==> config.mk <==
export PLATFORM = sky130hd
export DESIGN_NAME = paicore_frame_scheduler
export DESIGN_NICKNAME = d
export VERILOG_FILES = /design/src/rtl/paicore_frame_scheduler.sv
export SDC_FILE = /design/constraint.sdc
export NUM_CORES = 1
export LEC_CHECK = 0
export ABC_CLOCK_PERIOD_IN_PS = 5700
export BUFFER_PORTS_ARGS = -buffer_cell sky130_fd_sc_hd__buf_4
export CELL_PAD_IN_SITES_DETAIL_PLACEMENT = 0
export CELL_PAD_IN_SITES_GLOBAL_PLACEMENT = 1
export CORE_MARGIN = 4
export CORE_UTILIZATION = 40
export DETAILED_ROUTE_END_ITERATION = 7
export GPL_TIMING_DRIVEN = 0
export PLACE_DENSITY = 0.83
export SLEW_MARGIN = 40
export SYNTH_ARGS = -nofsm -noshare
export SYNTH_HDL_FRONTEND = slang
export SYNTH_SLANG_ARGS = --single-unit
==> constraint.sdc <==
create_clock -name clk -period 5.7 [get_ports clk]
set_clock_uncertainty 0.05 [all_clocks]
set_input_delay 0.285 -clock clk [delete_from_list [all_inputs] [get_ports clk]]
set_output_delay 0.285 -clock clk [all_outputs]
set_load 0.005 [all_outputs]
==> src/rtl/paicore_frame_scheduler.sv <==
// PAICORE transfer sequencer: forwards send_len frames round-robin over the
// enabled channels, then counts returned SNN frames until done or timed out.
module paicore_frame_scheduler #(
    parameter int All_Channel = 4,
    parameter int TIMEOUT_W   = 24
) (
    input  logic                   clk,
    input  logic                   rst_n,
    input  logic                   dp_rst_n,
    input  logic                   start,
    input  logic [31:0]            send_len,
    input  logic [31:0]            frame_num_max,
    input  logic [TIMEOUT_W-1:0]   timeout_cycles,
    input  logic                   single_channel,
    input  logic [All_Channel-1:0] single_channel_mask,
    input  logic [All_Channel-1:0] oen,
    input  logic                   s_valid,
    input  logic [63:0]            s_data,
    output logic                   s_ready,
    output logic [All_Channel-1:0] m_valid,
    output logic [63:0]            m_data,
    input  logic [All_Channel-1:0] m_ready,
    input  logic                   rx_frame,
    output logic                   busy,
    output logic                   tx_done,
    output logic                   rx_done,
    output logic                   timeout,
    output logic                   cfg_err,
    output logic [31:0]            sent_cnt,
    output logic [31:0]            rcvd_cnt
);

    localparam int GW = (All_Channel > 1) ? $clog2(All_Channel) : 1;

    typedef enum logic [1:0] {
        IDLE,
        SEND,
        RECV,
        DONE
    } state_t;

    state_t                 state_q, state_d;
    logic [GW-1:0]          grant_q, grant_d;
    logic [All_Channel-1:0] emask_q, emask_d;
    logic [31:0]            send_len_q, send_len_d;
    logic [31:0]            frame_max_q, frame_max_d;
    logic [TIMEOUT_W-1:0]   tmo_lim_q, tmo_lim_d;
    logic [TIMEOUT_W-1:0]   silence_q, silence_d;
    logic [31:0]            sent_cnt_q, sent_cnt_d;
    logic [31:0]            rcvd_cnt_q, rcvd_cnt_d;
    logic                   busy_q, busy_d;
    logic                   tx_done_q, tx_done_d;
    logic                   rx_done_q, rx_done_d;
    logic                   timeout_q, timeout_d;
    logic                   cfg_err_q, cfg_err_d;

    logic [All_Channel-1:0] eff_mask;
    logic                   handshake;
    logic [TIMEOUT_W-1:0]   silence_inc;

    function automatic logic [GW-1:0] lowest_set(input logic [All_Channel-1:0] mask);
        logic [GW-1:0] pick;
        pick = '0;
        for (int i = All_Channel - 1; i >= 0; i--) begin
            if (mask[i]) pick = i[GW-1:0];
        end
        return pick;
    endfunction

    // Scans upward from cur with wrap; the smallest offset wins, so a
    // single-bit mask leaves the grant where it is.
    function automatic logic [GW-1:0] next_set(input logic [All_Channel-1:0] mask,
                                               input logic [GW-1:0]          cur);
        logic [GW-1:0] pick;
        int            pos;
        pick = cur;
        for (int i = All_Channel - 1; i >= 1; i--) begin
            pos = (int'(cur) + i) % All_Channel;
            if (mask[pos[GW-1:0]]) pick = pos[GW-1:0];
        end
        return pick;
    endfunction

    always_comb begin
        state_d     = state_q;
        grant_d     = grant_q;
        emask_d     = emask_q;
        send_len_d  = send_len_q;
        frame_max_d = frame_max_q;
        tmo_lim_d   = tmo_lim_q;
        silence_d   = silence_q;
        sent_cnt_d  = sent_cnt_q;
        rcvd_cnt_d  = rcvd_cnt_q;
        tx_done_d   = tx_done_q;
        rx_done_d   = rx_done_q;
        timeout_d   = timeout_q;
        cfg_err_d   = cfg_err_q;
        eff_mask    = single_channel ? single_channel_mask : oen;
        handshake   = (state_q == SEND) && s_valid && m_ready[grant_q];
        silence_inc = silence_q + TIMEOUT_W'(1);

        // The SNN may answer while frames are still going out.
        if ((state_q == SEND || state_q == RECV) && rx_frame && (rcvd_cnt_q != 32'hFFFF_FFFF))
            rcvd_cnt_d = rcvd_cnt_q + 32'd1;

        if (!dp_rst_n) begin
            state_d    = IDLE;
            grant_d    = '0;
            silence_d  = '0;
            sent_cnt_d = '0;
            rcvd_cnt_d = '0;
            tx_done_d  = 1'b0;
            rx_done_d  = 1'b0;
            timeout_d  = 1'b0;
            cfg_err_d  = 1'b0;
        end else begin
            unique case (state_q)
                IDLE: begin
                    if (start) begin
                        send_len_d  = send_len;
                        frame_max_d = frame_num_max;
                        tmo_lim_d   = timeout_cycles;
                        emask_d     = eff_mask;
                        grant_d     = lowest_set(eff_mask);
                        silence_d   = '0;
                        sent_cnt_d  = '0;
                        rcvd_cnt_d  = '0;
                        tx_done_d   = 1'b0;
                        rx_done_d   = 1'b0;
                        timeout_d   = 1'b0;
                        cfg_err_d   = 1'b0;
                        if (eff_mask == '0) begin
                            cfg_err_d = 1'b1;
                            state_d   = DONE;
                        end else if (send_len == 32'd0) begin
                            state_d = RECV;
                        end else begin
                            state_d = SEND;
                        end
                    end
                end
                SEND: begin
                    if (handshake) begin
                        sent_cnt_d = sent_cnt_q + 32'd1;
                        grant_d    = next_set(emask_q, grant_q);
                        if (sent_cnt_q == send_len_q - 32'd1) begin
                            tx_done_d = 1'b1;
                            silence_d = '0;
                            if (rcvd_cnt_d >= frame_max_q) begin
                                rx_done_d = 1'b1;
                                state_d   = DONE;
                            end else begin
                                state_d = RECV;
                            end
                        end
                    end
                end
                RECV: begin
                    // A frame arriving in the expiry cycle cancels the timeout.
                    if (rcvd_cnt_d >= frame_max_q) begin
                        rx_done_d = 1'b1;
                        state_d   = DONE;
                    end else if (rx_frame) begin
                        silence_d = '0;
                    end else if (tmo_lim_q != '0) begin
                        if (silence_inc == tmo_lim_q) begin
                            timeout_d = 1'b1;
                            state_d   = DONE;
                        end else begin
                            silence_d = silence_inc;
                        end
                    end
                end
                DONE: begin
                    state_d = IDLE;
                end
                default: begin
                    state_d = IDLE;
                end
            endcase
        end

        busy_d = (state_d == SEND) || (state_d == RECV);
    end

    always_ff @(posedge clk or negedge rst_n) begin
        if (!rst_n) begin
            state_q     <= IDLE;
            grant_q     <= '0;
            emask_q     <= '0;
            send_len_q  <= '0;
            frame_max_q <= '0;
            tmo_lim_q   <= '0;
            silence_q   <= '0;
            sent_cnt_q  <= '0;
            rcvd_cnt_q  <= '0;
            busy_q      <= 1'b0;
            tx_done_q   <= 1'b0;
            rx_done_q   <= 1'b0;
            timeout_q   <= 1'b0;
            cfg_err_q   <= 1'b0;
        end else begin
            state_q     <= state_d;
            grant_q     <= grant_d;
            emask_q     <= emask_d;
            send_len_q  <= send_len_d;
            frame_max_q <= frame_max_d;
            tmo_lim_q   <= tmo_lim_d;
            silence_q   <= silence_d;
            sent_cnt_q  <= sent_cnt_d;
            rcvd_cnt_q  <= rcvd_cnt_d;
            busy_q      <= busy_d;
            tx_done_q   <= tx_done_d;
            rx_done_q   <= rx_done_d;
            timeout_q   <= timeout_d;
            cfg_err_q   <= cfg_err_d;
        end
    end

    always_comb begin
        m_valid = '0;
        if (state_q == SEND) m_valid[grant_q] = s_valid;
    end

    assign s_ready  = (state_q == SEND) && m_ready[grant_q];
    assign m_data   = s_data;
    assign busy     = busy_q;
    assign tx_done  = tx_done_q;
    assign rx_done  = rx_done_q;
    assign timeout  = timeout_q;
    assign cfg_err  = cfg_err_q;
    assign sent_cnt = sent_cnt_q;
    assign rcvd_cnt = rcvd_cnt_q;

endmodule

# Word level (Yosys, flattened, before mapping)
# Cells that the tools add are included.
dict set report word_totals {
  ff_bits 189
  input_bits 171
  wordCells 143
}
dict set report op_classes {
  add_sub_neg 7
  n_lt_le_gt_ge 6
  eq_ne 23
  n_bitwise 1
  reduce_logical 20
  muxes 72
}
# cell n
set op_table {}
lappend op_table {{2-to-1 mux 32 bit} 7}
lappend op_table {{2-to-1 mux 24 bit} 8}
lappend op_table {{one-hot mux 24 bit (3 select lines)} 1}
lappend op_table {{adder 32 x 1 -> 32 bit, second input constant} 2}
lappend op_table {{one-hot mux 32 bit (2 select lines)} 1}
lappend op_table {{2-to-1 mux 2 bit} 20}
lappend op_table {{equality test 32 bit} 1}
lappend op_table {{greater-or-equal comparator 32 bit} 1}
lappend op_table {{zero test 32 bit} 1}
lappend op_table {{!= test 32 bit, second input constant} 1}
lappend op_table {{subtractor 32 x 1 -> 32 bit, second input constant} 1}
lappend op_table {{adder 24 x 1 -> 24 bit, second input constant} 1}
lappend op_table {{equality test 24 bit} 1}
lappend op_table {{nonzero test 24 bit} 1}
lappend op_table {{2-to-1 mux 1 bit} 23}
lappend op_table {{!= test 3 bit, second input constant} 5}
lappend op_table {{< comparator 2 x 3 -> 1 bit, second input constant} 4}
lappend op_table {{AND reduction 4 bit} 3}
lappend op_table {{binary-select mux 1 bit (select 2 bit)} 4}
lappend op_table {{2-to-1 mux 4 bit} 2}
lappend op_table {{one-hot mux 2 bit (4 select lines)} 1}
lappend op_table {{AND reduction 7 bit} 1}
lappend op_table {{equality test 2 bit, second input constant} 3}
lappend op_table {{logical AND 1 bit} 6}
lappend op_table {{22 further kinds} 30}

# Logic depth before layout (Yosys ltp)
# Gate-level depths: netlist of the first run.
dict set report logic_depth {
  ltp_word 13
  mapped_depth 20
}

# Worst setup path before layout of the first run
# Ideal clock, no wire load.
dict set report synth_path {
  path_kind {register to register}
  startpoint {register rcvd_cnt_q[14], in the netlist rcvd_cnt[14]}
  endpoint {register silence_q[18]}
  period_less_slack_ns 4.701
  path_slack_ns 0.999
  stages_incl_launch_ff 19
  t_arrival_ns 4.527
  setup_ns 0.124
  t_required_ns 5.526
  path_cell_list {dfrtp_1 -> and3_1 -> and4_1 -> a41oi_1 -> nand3_1 -> nor4b_1 -> and3_1 -> xor2_1 -> ha_1 -> a21oi_1 -> o21ai_0 -> a21o_1 -> a211oi_1 -> o21bai_1 -> o311ai_0 -> a21oi_1 -> or2_1 -> buf_6 -> a211o_1}
}
dict set report synth_between {
  elab_chain_cells 6
  word_cells_on_any_way 7
}
# item line_no
set synth_rtl {}
lappend synth_rtl {{start, declared} 50} ;# logic [31:0] rcvd_cnt_q, rcvd_cnt_d;
lappend synth_rtl {{start signal, assigned} 211} ;# rcvd_cnt_q <= rcvd_cnt_d;
lappend synth_rtl {{parallel branches: the longest is 2 deep, another holds adder 32 x 1 -> 32 bit} -}
lappend synth_rtl {{2-to-1 mux 32 bit (*)} 103} ;# if ((state_q == SEND || state_q == RECV) && rx_frame && (rcvd_cnt_q != 32'hFFFF_FFFF))
lappend synth_rtl {{greater-or-equal comparator 32 bit (*)} 160} ;# if (rcvd_cnt_d >= frame_max_q) begin
lappend synth_rtl {{!= test 3 bit (no source line) (*)} -}
lappend synth_rtl {{AND reduction 7 bit (no source line) (*)} -}
lappend synth_rtl {{end signal, assigned} 209} ;# silence_q <= silence_d;
lappend synth_rtl {{end, declared} 48} ;# logic [TIMEOUT_W-1:0] silence_q, silence_d;
# Mark *: on every way between the ends.
# A chain may end at the register's enable or synchronous reset.

# Final worst setup path of the first run
dict set report layout_path {
  startpoint {register state_q[0]}
  endpoint {register silence_q[18]}
}
dict set report layout_between {
  elab_chain_cells 8
  word_cells_on_any_way 20
}
# item line_no
set layout_rtl {}
lappend layout_rtl {{start, declared} 42} ;# state_t state_q, state_d;
lappend layout_rtl {{start signal, assigned} 203} ;# state_q <= state_d;
lappend layout_rtl {{equality test 2 x 1 -> 1 bit / equality test 2 bit (equally long branches)} {99, 103, 117}}
lappend layout_rtl {{logical OR 1 bit} 103}
lappend layout_rtl {{logical AND 1 bit (2 in series)} 103}
lappend layout_rtl {{2-to-1 mux 32 bit} 103}
lappend layout_rtl {{greater-or-equal comparator 32 bit} 160}
lappend layout_rtl {{!= test 3 bit (no source line)} -}
lappend layout_rtl {{AND reduction 7 bit (no source line)} -}
# Parallel ways exist; a longest one is shown, timed or not.

==> results of run 1 <==
==> worst register-to-register path, stage by stage (launching register included) <==
cell	delay, ns
sky130_fd_sc_hd__dfrtp_1	0.48
sky130_fd_sc_hd__inv_1	0.10
sky130_fd_sc_hd__ha_1	0.31
sky130_fd_sc_hd__nand2_1	0.12
sky130_fd_sc_hd__a41oi_4	0.33
sky130_fd_sc_hd__nand3_1	0.31
sky130_fd_sc_hd__or4_1	0.57
sky130_fd_sc_hd__nor2_1	0.23
sky130_fd_sc_hd__nand2_1	0.10
sky130_fd_sc_hd__xnor2_1	0.14
sky130_fd_sc_hd__ha_1	0.31
sky130_fd_sc_hd__nand4_1	0.10
sky130_fd_sc_hd__nor4_1	0.32
sky130_fd_sc_hd__nor2_1	0.07
sky130_fd_sc_hd__a21oi_1	0.22
sky130_fd_sc_hd__o31a_1	0.28
sky130_fd_sc_hd__o311ai_1	0.14
sky130_fd_sc_hd__a21oi_2	0.33
sky130_fd_sc_hd__buf_4	0.28
sky130_fd_sc_hd__nor4b_1	0.08
sky130_fd_sc_hd__a211o_1	0.27
==> state kept, by name (all words and copies together), names as in the netlist <==
register     flops
emask_q          4
tx_done          1
rcvd_cnt        32
silence_q       24
cfg_err          1
rx_done          1
timeout          1
grant_q          2
state_q          2
sent_cnt        32
tmo_lim_q       24
frame_max_q     32
send_len_q      32
busy             1
==> power groups by stage <==
stage               logic (W)  registers [W]  clock network [W]
finish                0.00183        0.00204            0.00126
floorplan             0.00133        0.00193                  0
global placement      0.00176        0.00205                  0
detailed placement    0.00181        0.00206                  0
global route          0.00204        0.00209            0.00134
CTS                   0.00183        0.00204            0.00129
==> kinds of logic (layout without fill, tap and decap cells) <==
| group | count (synthesis) | count (layout) | share of synthesized area (%) |
|---|---|---|---|
| AO/OA/AOI/OAI | 214 | 214 | 12.2 |
| XOR/XNOR | 112 | 112 | 7.76 |
| adder cells (fa/ha/maj) | 43 | 43 | 4.26 |
| buffers and inverters | 195 | 485 | 7.98 |
| flip-flops | 189 | 189 | 37.4 |
| multiplexers | 106 | 106 | 9.50 |
| AND/OR/NAND/NOR | 468 | 468 | 20.9 |
==> layer usage <==
metal	wire length [um]	GRT usage [%]
met5	27	0
met4	794	5.86
met3	2610	4.89
met2	16600	32.4
met1	16400	28.2
==> repair_timing <==
item,CTS,global route
endpoints found under the hold margin,44,5
gates resized for setup,2,6
pin swaps,0,0
hold buffers,9,5
endpoints found under the setup margin,24,24
==> cell type report <==
cell class	instances	area, um2
plain buffers	128	761
clock buffers	18	439
clock inverters	14	178
fillers	2883	15100
inverters	67	251
multi-input cells	943	6950
flip-flops and latches	189	4730
well taps	396	495
repair buffers	258	2040
==> per-stage QoR <==
| stage | area (um2) | TNS (ns) | worst slack (ns) |
|---|---|---|---|
| after floorplan | 12600 | 0 | 0.999 |
| after global placement | 14900 | -3.56 | -0.246 |
| after detailed placement | 15000 | -4.70 | -0.287 |
| after CTS | 15800 | 0 | 0.235 |
| after global routing | 15800 | 0 | 0.0421 |
| final | 15800 | 0 | 0.454 |
==> how the worst max path moves through the flow <==
stage	start	end	cells past startpoint
5_1_grt	state_q[0]	silence_q[18]	20
4_1_cts	state_q[0]	silence_q[18]	20
6_report	state_q[0]	silence_q[18]	20
2_1_floorplan	rcvd_cnt[14]	silence_q[18]	18
3_5_place_dp	state_q[0]	silence_q[18]	20
3_3_place_gp	state_q[0]	silence_q[18]	20
==> layout by cell type, fill, tap and decap left out, types with 28 or more instances in the layout <==
cell type / instances
sky130_fd_sc_hd__and3_1: 29
sky130_fd_sc_hd__buf_4: 308
sky130_fd_sc_hd__clkbuf_1: 42
sky130_fd_sc_hd__dfrtp_1: 189
sky130_fd_sc_hd__ha_1: 43
sky130_fd_sc_hd__inv_1: 67
sky130_fd_sc_hd__mux2_2: 91
sky130_fd_sc_hd__nand2_1: 65
sky130_fd_sc_hd__nand3_1: 44
sky130_fd_sc_hd__nand4_1: 44
sky130_fd_sc_hd__nor2_1: 85
sky130_fd_sc_hd__nor2b_1: 41
sky130_fd_sc_hd__nor3_1: 34
sky130_fd_sc_hd__nor4_1: 28
sky130_fd_sc_hd__o21ai_0: 45
sky130_fd_sc_hd__xnor2_1: 64
sky130_fd_sc_hd__xor2_1: 48
==> impl.org, run 1 <==
** Yosys
- The cell area that synthesis handed to floorplanning was roughly 13000 um2.
- Synth top area share :: a little under two fifths
- Counting flops with a built-in enable in the synthesized netlist gives 0.
- Post-synth cell types :: between 70 and 80
- Counting flops with an async set or reset pin after synthesis yields a share of 100%.
- In this run, synthesis produced a sequential element count of 189.
- The synthesized design spends more area on one cell type than any other, namely sky130_fd_sc_hd__dfrtp_1.
- Ranked by total cell area, the synthesized netlist is headed by sky130_fd_sc_hd__dfrtp_1, sky130_fd_sc_hd__mux2_2, sky130_fd_sc_hd__xnor2_1.
- The commonest cells after synthesis are sky130_fd_sc_hd__dfrtp_1, sky130_fd_sc_hd__mux2_2, sky130_fd_sc_hd__nor2_1, sky130_fd_sc_hd__buf_4, sky130_fd_sc_hd__inv_1.
- Post-synthesis sequential area ratio :: a little under two fifths
- The number of nets handed over by synthesis was between 1.5k and 2k.
- Most frequent cell after synthesis :: sky130_fd_sc_hd__dfrtp_1
- Post-Syn Area per Cell :: between 9 and 10 um2
- Yosys warnings :: 0
- Synthesized netlist cell count :: ~1.3k
- Most instantiated flip-flop cell in the synthesis netlist :: sky130_fd_sc_hd__dfrtp_1

** Clock tree
- Number of sinks handled by clock tree synthesis :: about 190
- The root buffer cell chosen for the clock tree is sky130_fd_sc_hd__clkbuf_16.
- TritonCTS built the clock tree.
- At the later pin of the worst-skew pair, clock insertion delay measures approximately 0.45 ns.
- In this run, CTS created clock tree buffers numbering 17.
- CTS Buffer Depth :: 2
- Clock-pin slew was measured on the worst setup and hold paths at approximately 0.08 ns.
- In this run the number of H-tree levels came out at 4.
- Once the clock tree was built, the setup fixing pass inserted 0 buffers.

** Worst setup path
- Path depth of the worst reg2reg path :: 20
- The worst register-to-register path begins at state_q[0].
- The slowest stage of the critical path is the sky130_fd_sc_hd__or4_1 cell.
- The worst register-to-register path has a setup slack of 0.45 ns.
- Walking the worst path, the cells encountered are inv_1, ha_1, nand2_1, a41oi_4, nand3_1, or4_1, nor2_1, nand2_1, xnor2_1, ha_1, nand4_1, nor4_1, nor2_1, a21oi_1, o31a_1, o311ai_1, a21oi_2, buf_4, nor4b_1, a211o_1.
- Buffer and inverter count on the worst path :: 2
- Destination of the worst register-to-register timing path :: silence_q[18]
- Required time at the worst-slack endpoint :: between 5 and 6 ns
- Of all nets on the critical path, the largest fanout is 10.
- The worst setup path is launched from a flop.
- On the worst path, the slowest cell contributes a delay of between 0.5 and 0.6 ns.
- STA classifies the critical path endpoint as a flop.
- Among cell families on the critical path, the largest total delay comes from simple AND/OR/NAND/NOR gates.
- Type of the setup path with the least slack :: flop to flop
- For the worst setup path, the data arrival time is ~5.5 ns.

** Die
- # IOs :: 309
- Die Area :: roughly 34000 um2
- Core region area :: approximately 31000 um2
- Starting density of the core :: approximately two fifths
- Die outline height :: approximately 190 um
- The floorplan step set the die width to between 150 and 200 um.
- Number of standard-cell rows in the floorplan :: 64

** Power and ir drop
- Design internal power :: around 0.0032 W
- Of the total power, the share spent switching nets is a little under two fifths.
- The completed layout was analyzed and its total power is roughly 0.0051 W.
- Static leakage :: ~7.2 nW
- Power density cells :: around 320 nW/um2
- Sequential cells burn 39.8% of the power.
- Switching power total :: around 0.0019 W
- The clock network burns approximately a quarter of the power.
- Peak supply drop :: 0.232 mV
- Of the total power, combinational logic draws 35.6%.

** Drt
- Number of vias after detailed routing :: about 11k
- In the routed design, unresolved DRC markers number 0.
- Starting DRC count in detailed routing :: 669
- Summed over all layers, the routed wires come to about 36000 um.
- The detail route stage leaves a number of antenna-violating nets equal to 0.
- Avg Vias per Cell :: around 5.5
- Routed wire length per instance :: 18.1 um
- The pre-antenna-repair detailed-routing pass consisted of 5 iterations.

** Global routing
- Final global-route overflow total :: 0
- Total global routing track utilization :: just over 20%
- Wire length of the first global-routing pass :: 56800 um
- The initial antenna violation count came to 2.
- Maximum number of pins on one net before global-route repair :: 57
- Vias in the first global route :: about 11k

** Final layout
- Fraction of final layout cells with drive strength greater than 1 :: between 20 and 30%
- Area overhead of the layout relative to synthesis :: 25.4%
- Cells fill about half of the core in the end.
- The repair_antennas step left the layout with diodes totalling 0.
- At the end of the flow, the number of nets in the layout was between 1.5k and 2k.
- The finished layout holds a little over 2k standard cells, fillers aside.

** Place
- Routability-driven placement finished with a final weighted congestion of between 0.9 and 1.
- Detailed placement finished with a half-perimeter wire length of around 28000 um.
- Placed cell count :: about 2k
- In this run the tool buffered the top-level ports with between 200 and 250 buffer cells.

** Min path
- For hold timing, the worst endpoint is frame_max_q[4].
- Worst hold start :: frame_num_max[4]
- Worst hold path type :: primary input to flop
- Along the worst hold path, the cell count comes to 2.

** Timing
- In this run the tightest slew margin relative to its limit is 41.3%.
- Based on the critical path, the design can be clocked at up to roughly 190 MHz.
- Setup repair after global routing left no endpoint under its margin.
- Worst hold slack across all endpoints :: between 0.01 and 0.015 ns
- Worst-margin pin slew :: between 0.8 and 0.9 ns
- After layout, the minimum clock period comes to roughly 5.2 ns.
- The number of pins with negative max-slew slack in the final report is 0.
- # setup viols final :: 0
- Tcrit/Tclk final :: between 90% and 100%
- Final Hold Viols :: 0

** Flow run
- Across the run, the number of max-cap violations was 0.

** Status
- Run status :: finished clean
(Power assumes the default switching activity.)
==> inputs of run 2 (changes only) <==
- BUFFER_PORTS_ARGS: -buffer_cell sky130_fd_sc_hd__buf_4 -> -buffer_cell sky130_fd_sc_hd__buf_2
==> impl.org, run 2 (synthesis results as in run 1) <==
** Status
- The flow ran to the end, and the final reports show no timing, DRC or antenna violations.

** Drt
- Routed wire length :: 35900 um (-1.4%)
- The detailed-route via count was 11.1k (+0.036%).
- Number of remaining DRC errors :: 0 (unchanged)
- The per-cell routed wire length was 17.7 um (-2.0%).
- The iteration-0 DRC count of the detailed router was 637 (-4.8%).
- The post-detailed-route count of antenna-violating nets was 0 (unchanged).
- The per-cell via count in the routed design is 5.49 (-0.56%).
- Number of detailed-routing iterations run before antenna repair :: 5 (unchanged)

** Worst setup path
- STA classifies the critical path startpoint as a flop.
- The signal arrival time at the worst endpoint was 5.45 ns (-0.08 ns).
- Worst path slowest cell :: sky130_fd_sc_hd__or4_1
- The maximum fanout along the worst path came to 10 (unchanged).
- List of cells traversed by the critical path :: inv_1, ha_1, nand2_1, a41oi_4, nand3_1, or4_1, nor2_1, nand2_1, xnor2_1, ha_1, nand4_1, nor4_1, nor2_1, a21oi_1, o31a_1, o311ai_1, a21oi_2, buf_4, nor4b_1, a211o_1
- Buffer and inverter count on the worst path :: 2 (unchanged)
- The critical path's largest stage delay was 0.54 ns (-0.03 ns).
- Slack of the worst reg-to-reg path :: 0.54 ns (+0.08 ns)
- STA classifies the critical path endpoint as a flop.
- Type of the setup path with the least slack :: flop to flop
- Crit-path leading delay family :: simple AND/OR/NAND/NOR gates
- Required time at the worst-slack endpoint :: 5.99 ns (about the same)

** Timing
- Final Hold Viols :: 0 (unchanged)
- Min cycle time layout :: 5.16 ns (-0.0809 ns)
- Aggregate negative setup slack :: 0 ns (unchanged)
- The worst slew margin relative to its limit is 45.6% (+4.3 points).
- Tcrit/Tclk final :: 90.6% (-1.4 points)
- The actual slew at the worst max-slew pin came to 0.808 ns (-0.0705 ns).
- Fmax :: 194 MHz (+1.6%)
- # setup viols final :: 0 (unchanged)
- The worst hold margin is 0.0142 ns (-0.000341 ns).
- RSZ-0062 raised after global routing :: false
- The number of pins with negative max-slew slack in the final report is 0 (unchanged).

** Global routing
- Maximum number of pins on one net before global-route repair :: 74 (+30%)
- Final global-route overflow total :: 0 (unchanged)
- The initial antenna violation count was 3 (+1).
- The via count of the first global-routing pass was 10.6k (-0.094%).
- Wire length of the first global-routing pass :: 56600 um (-0.34%)
- The global-route total usage across every layer came to 20.5% (about the same).

** Power and ir drop
- Static leakage :: 7.07 nW (-2.0%)
- The worst voltage drop across the vdd grid was 0.246 mV (+6.2%).
- The power density relative to cell area came to 327 nW/um2 (+1.1%).
- Sum of internal, switching and leakage power :: 0.00500 W (-2.5%)

** Clock tree
- The cell sitting at the root of the clock tree is a sky130_fd_sc_hd__clkbuf_16.
- The TritonCTS buffer count is 17 (unchanged).
- Number of sinks handled by clock tree synthesis :: 189 (unchanged)
- Clk pin slew, worst setup/hold paths :: 0.07 ns (about the same)
- TritonCTS built the clock tree.
- The H-tree depth was 4 (unchanged).
- Clock latency on the worst-skew pair :: 0.45 ns (about the same)
- The maximum root-to-sink buffer count came to 2 (unchanged).

** Place
- The final weighted congestion of routability-driven global placement is 0.913 (-5.3%).
- The count of input and output buffers came to 241 (unchanged).
- HPWL after DPL :: 27500 um (-3.1%)
- Total cell area at the placement stage :: 14400 um2 (-4.2%)

** Final layout
- Fraction of final layout cells with drive strength greater than 1 :: 29.7% (-0.34 points)
- The area of combinational cells with multiple inputs came to 6940 um2 (-0.13%).
- The summed area of non-filler cells in the final layout was 15300 um2 (-3.5%).
- The number of filler cells placed in the layout is 2911 (+0.97%).
- In the layout the commonest cells are sky130_fd_sc_hd__buf_2, sky130_fd_sc_hd__dfrtp_1, sky130_fd_sc_hd__mux2_2, sky130_fd_sc_hd__nor2_1, sky130_fd_sc_hd__buf_4.
- Register area :: 4730 um2 (unchanged)
- The area growth from synthesis to layout is 21.0%.
- Antenna fix cells :: 0 (unchanged)
- The post-layout net count was 1830 (+0.66%).
- Leaving out fill and tap cells, the most frequent cell in the layout is sky130_fd_sc_hd__buf_2.
- End-of-flow core utilization :: 49.5% (-1.8 points)

** Die
- The site row count was 64 (unchanged).
- The die outline height is 186 um (unchanged).
- The width of the chip was 186 um (unchanged).
- # IOs :: 309 (unchanged)
- The effective utilization at floorplan is 40.9% (unchanged).
- Core region area :: 30900 um2 (unchanged)
- Die Area :: 34500 um2 (unchanged)

** Min path
- Worst hold path type :: primary input to flop

** Flow run
- The count of maximum capacitance violations is 0 (unchanged).
run 2: final cells by class:
| type | instances | area share, % |
|---|---|---|
| plain buffers | 128 | 4.96 |
| clock buffers | 19 | 2.90 |
| clock inverters | 13 | 0.818 |
| inverters | 67 | 1.64 |
| multi-input cells | 943 | 45.4 |
| flip-flops and latches | 189 | 30.9 |
| well taps | 396 | 3.24 |
| repair buffers | 270 | 10.1 |
run 2: metrics by stage:
step	std cells	worst slack (ns)
6_report	2025	0.535
5_1_grt	2025	0.0421
4_1_cts	2025	0.0443
3_5_place_dp	1966	-0.190
3_3_place_gp	1964	-0.211
2_1_floorplan	1327	0.999
run 2: per-layer routing:
layer | global-route usage [%] | share of wire, % | vias up
met5 | 0 | 0.095 | -
met4 | 5.30 | 1.9 | 6
met3 | 4.32 | 6.9 | 46
met2 | 32.9 | 46 | 380
met1 | 28.4 | 45 | 5339
li1 | - | - | 5342
run 2: worst register-to-register path: stages, from the launching register on:
cell,delay [ns]
sky130_fd_sc_hd__dfrtp_1,0.48
sky130_fd_sc_hd__inv_1,0.10
sky130_fd_sc_hd__ha_1,0.32
sky130_fd_sc_hd__nand2_1,0.12
sky130_fd_sc_hd__a41oi_4,0.33
sky130_fd_sc_hd__nand3_1,0.25
sky130_fd_sc_hd__or4_1,0.54
sky130_fd_sc_hd__nor2_1,0.25
sky130_fd_sc_hd__nand2_1,0.10
sky130_fd_sc_hd__xnor2_1,0.15
sky130_fd_sc_hd__ha_1,0.31
sky130_fd_sc_hd__nand4_1,0.10
sky130_fd_sc_hd__nor4_1,0.31
sky130_fd_sc_hd__nor2_1,0.07
sky130_fd_sc_hd__a21oi_1,0.20
sky130_fd_sc_hd__o31a_1,0.29
sky130_fd_sc_hd__o311ai_1,0.15
sky130_fd_sc_hd__a21oi_2,0.32
sky130_fd_sc_hd__buf_4,0.27
sky130_fd_sc_hd__nor4b_1,0.08
sky130_fd_sc_hd__a211o_1,0.29
run 2: path summary, 6_finish.rpt:
path | cells past startpoint | startpoint | end
max reg2reg | 20 | state_q[0] | silence_q[18]
min | 2 | timeout_cycles[14] | tmo_lim_q[14]
max in group asynchronous | 4 | rst_n | tmo_lim_q[19]
min reg2reg | 1 | frame_max_q[15] | frame_max_q[15]
min in group asynchronous | 2 | rst_n | sent_cnt[6]
max | 20 | state_q[0] | silence_q[18]
run 2: power by group:
group / switching (W) / internal (W)
Clock: 0.000589 / 0.000589
Combinational: 0.000935 / 0.000854
Sequential: 0.000369 / 0.00167
run 2: repair_timing:
| item | in CTS | in global routing |
|---|---|---|
| setup endpoints to repair | 24 | 24 |
| endpoints found under the hold margin | 83 | 0 |
| hold buffers | 27 | 0 |
| resized for setup | 1 | 5 |
| buffers inserted | 0 | 0 |
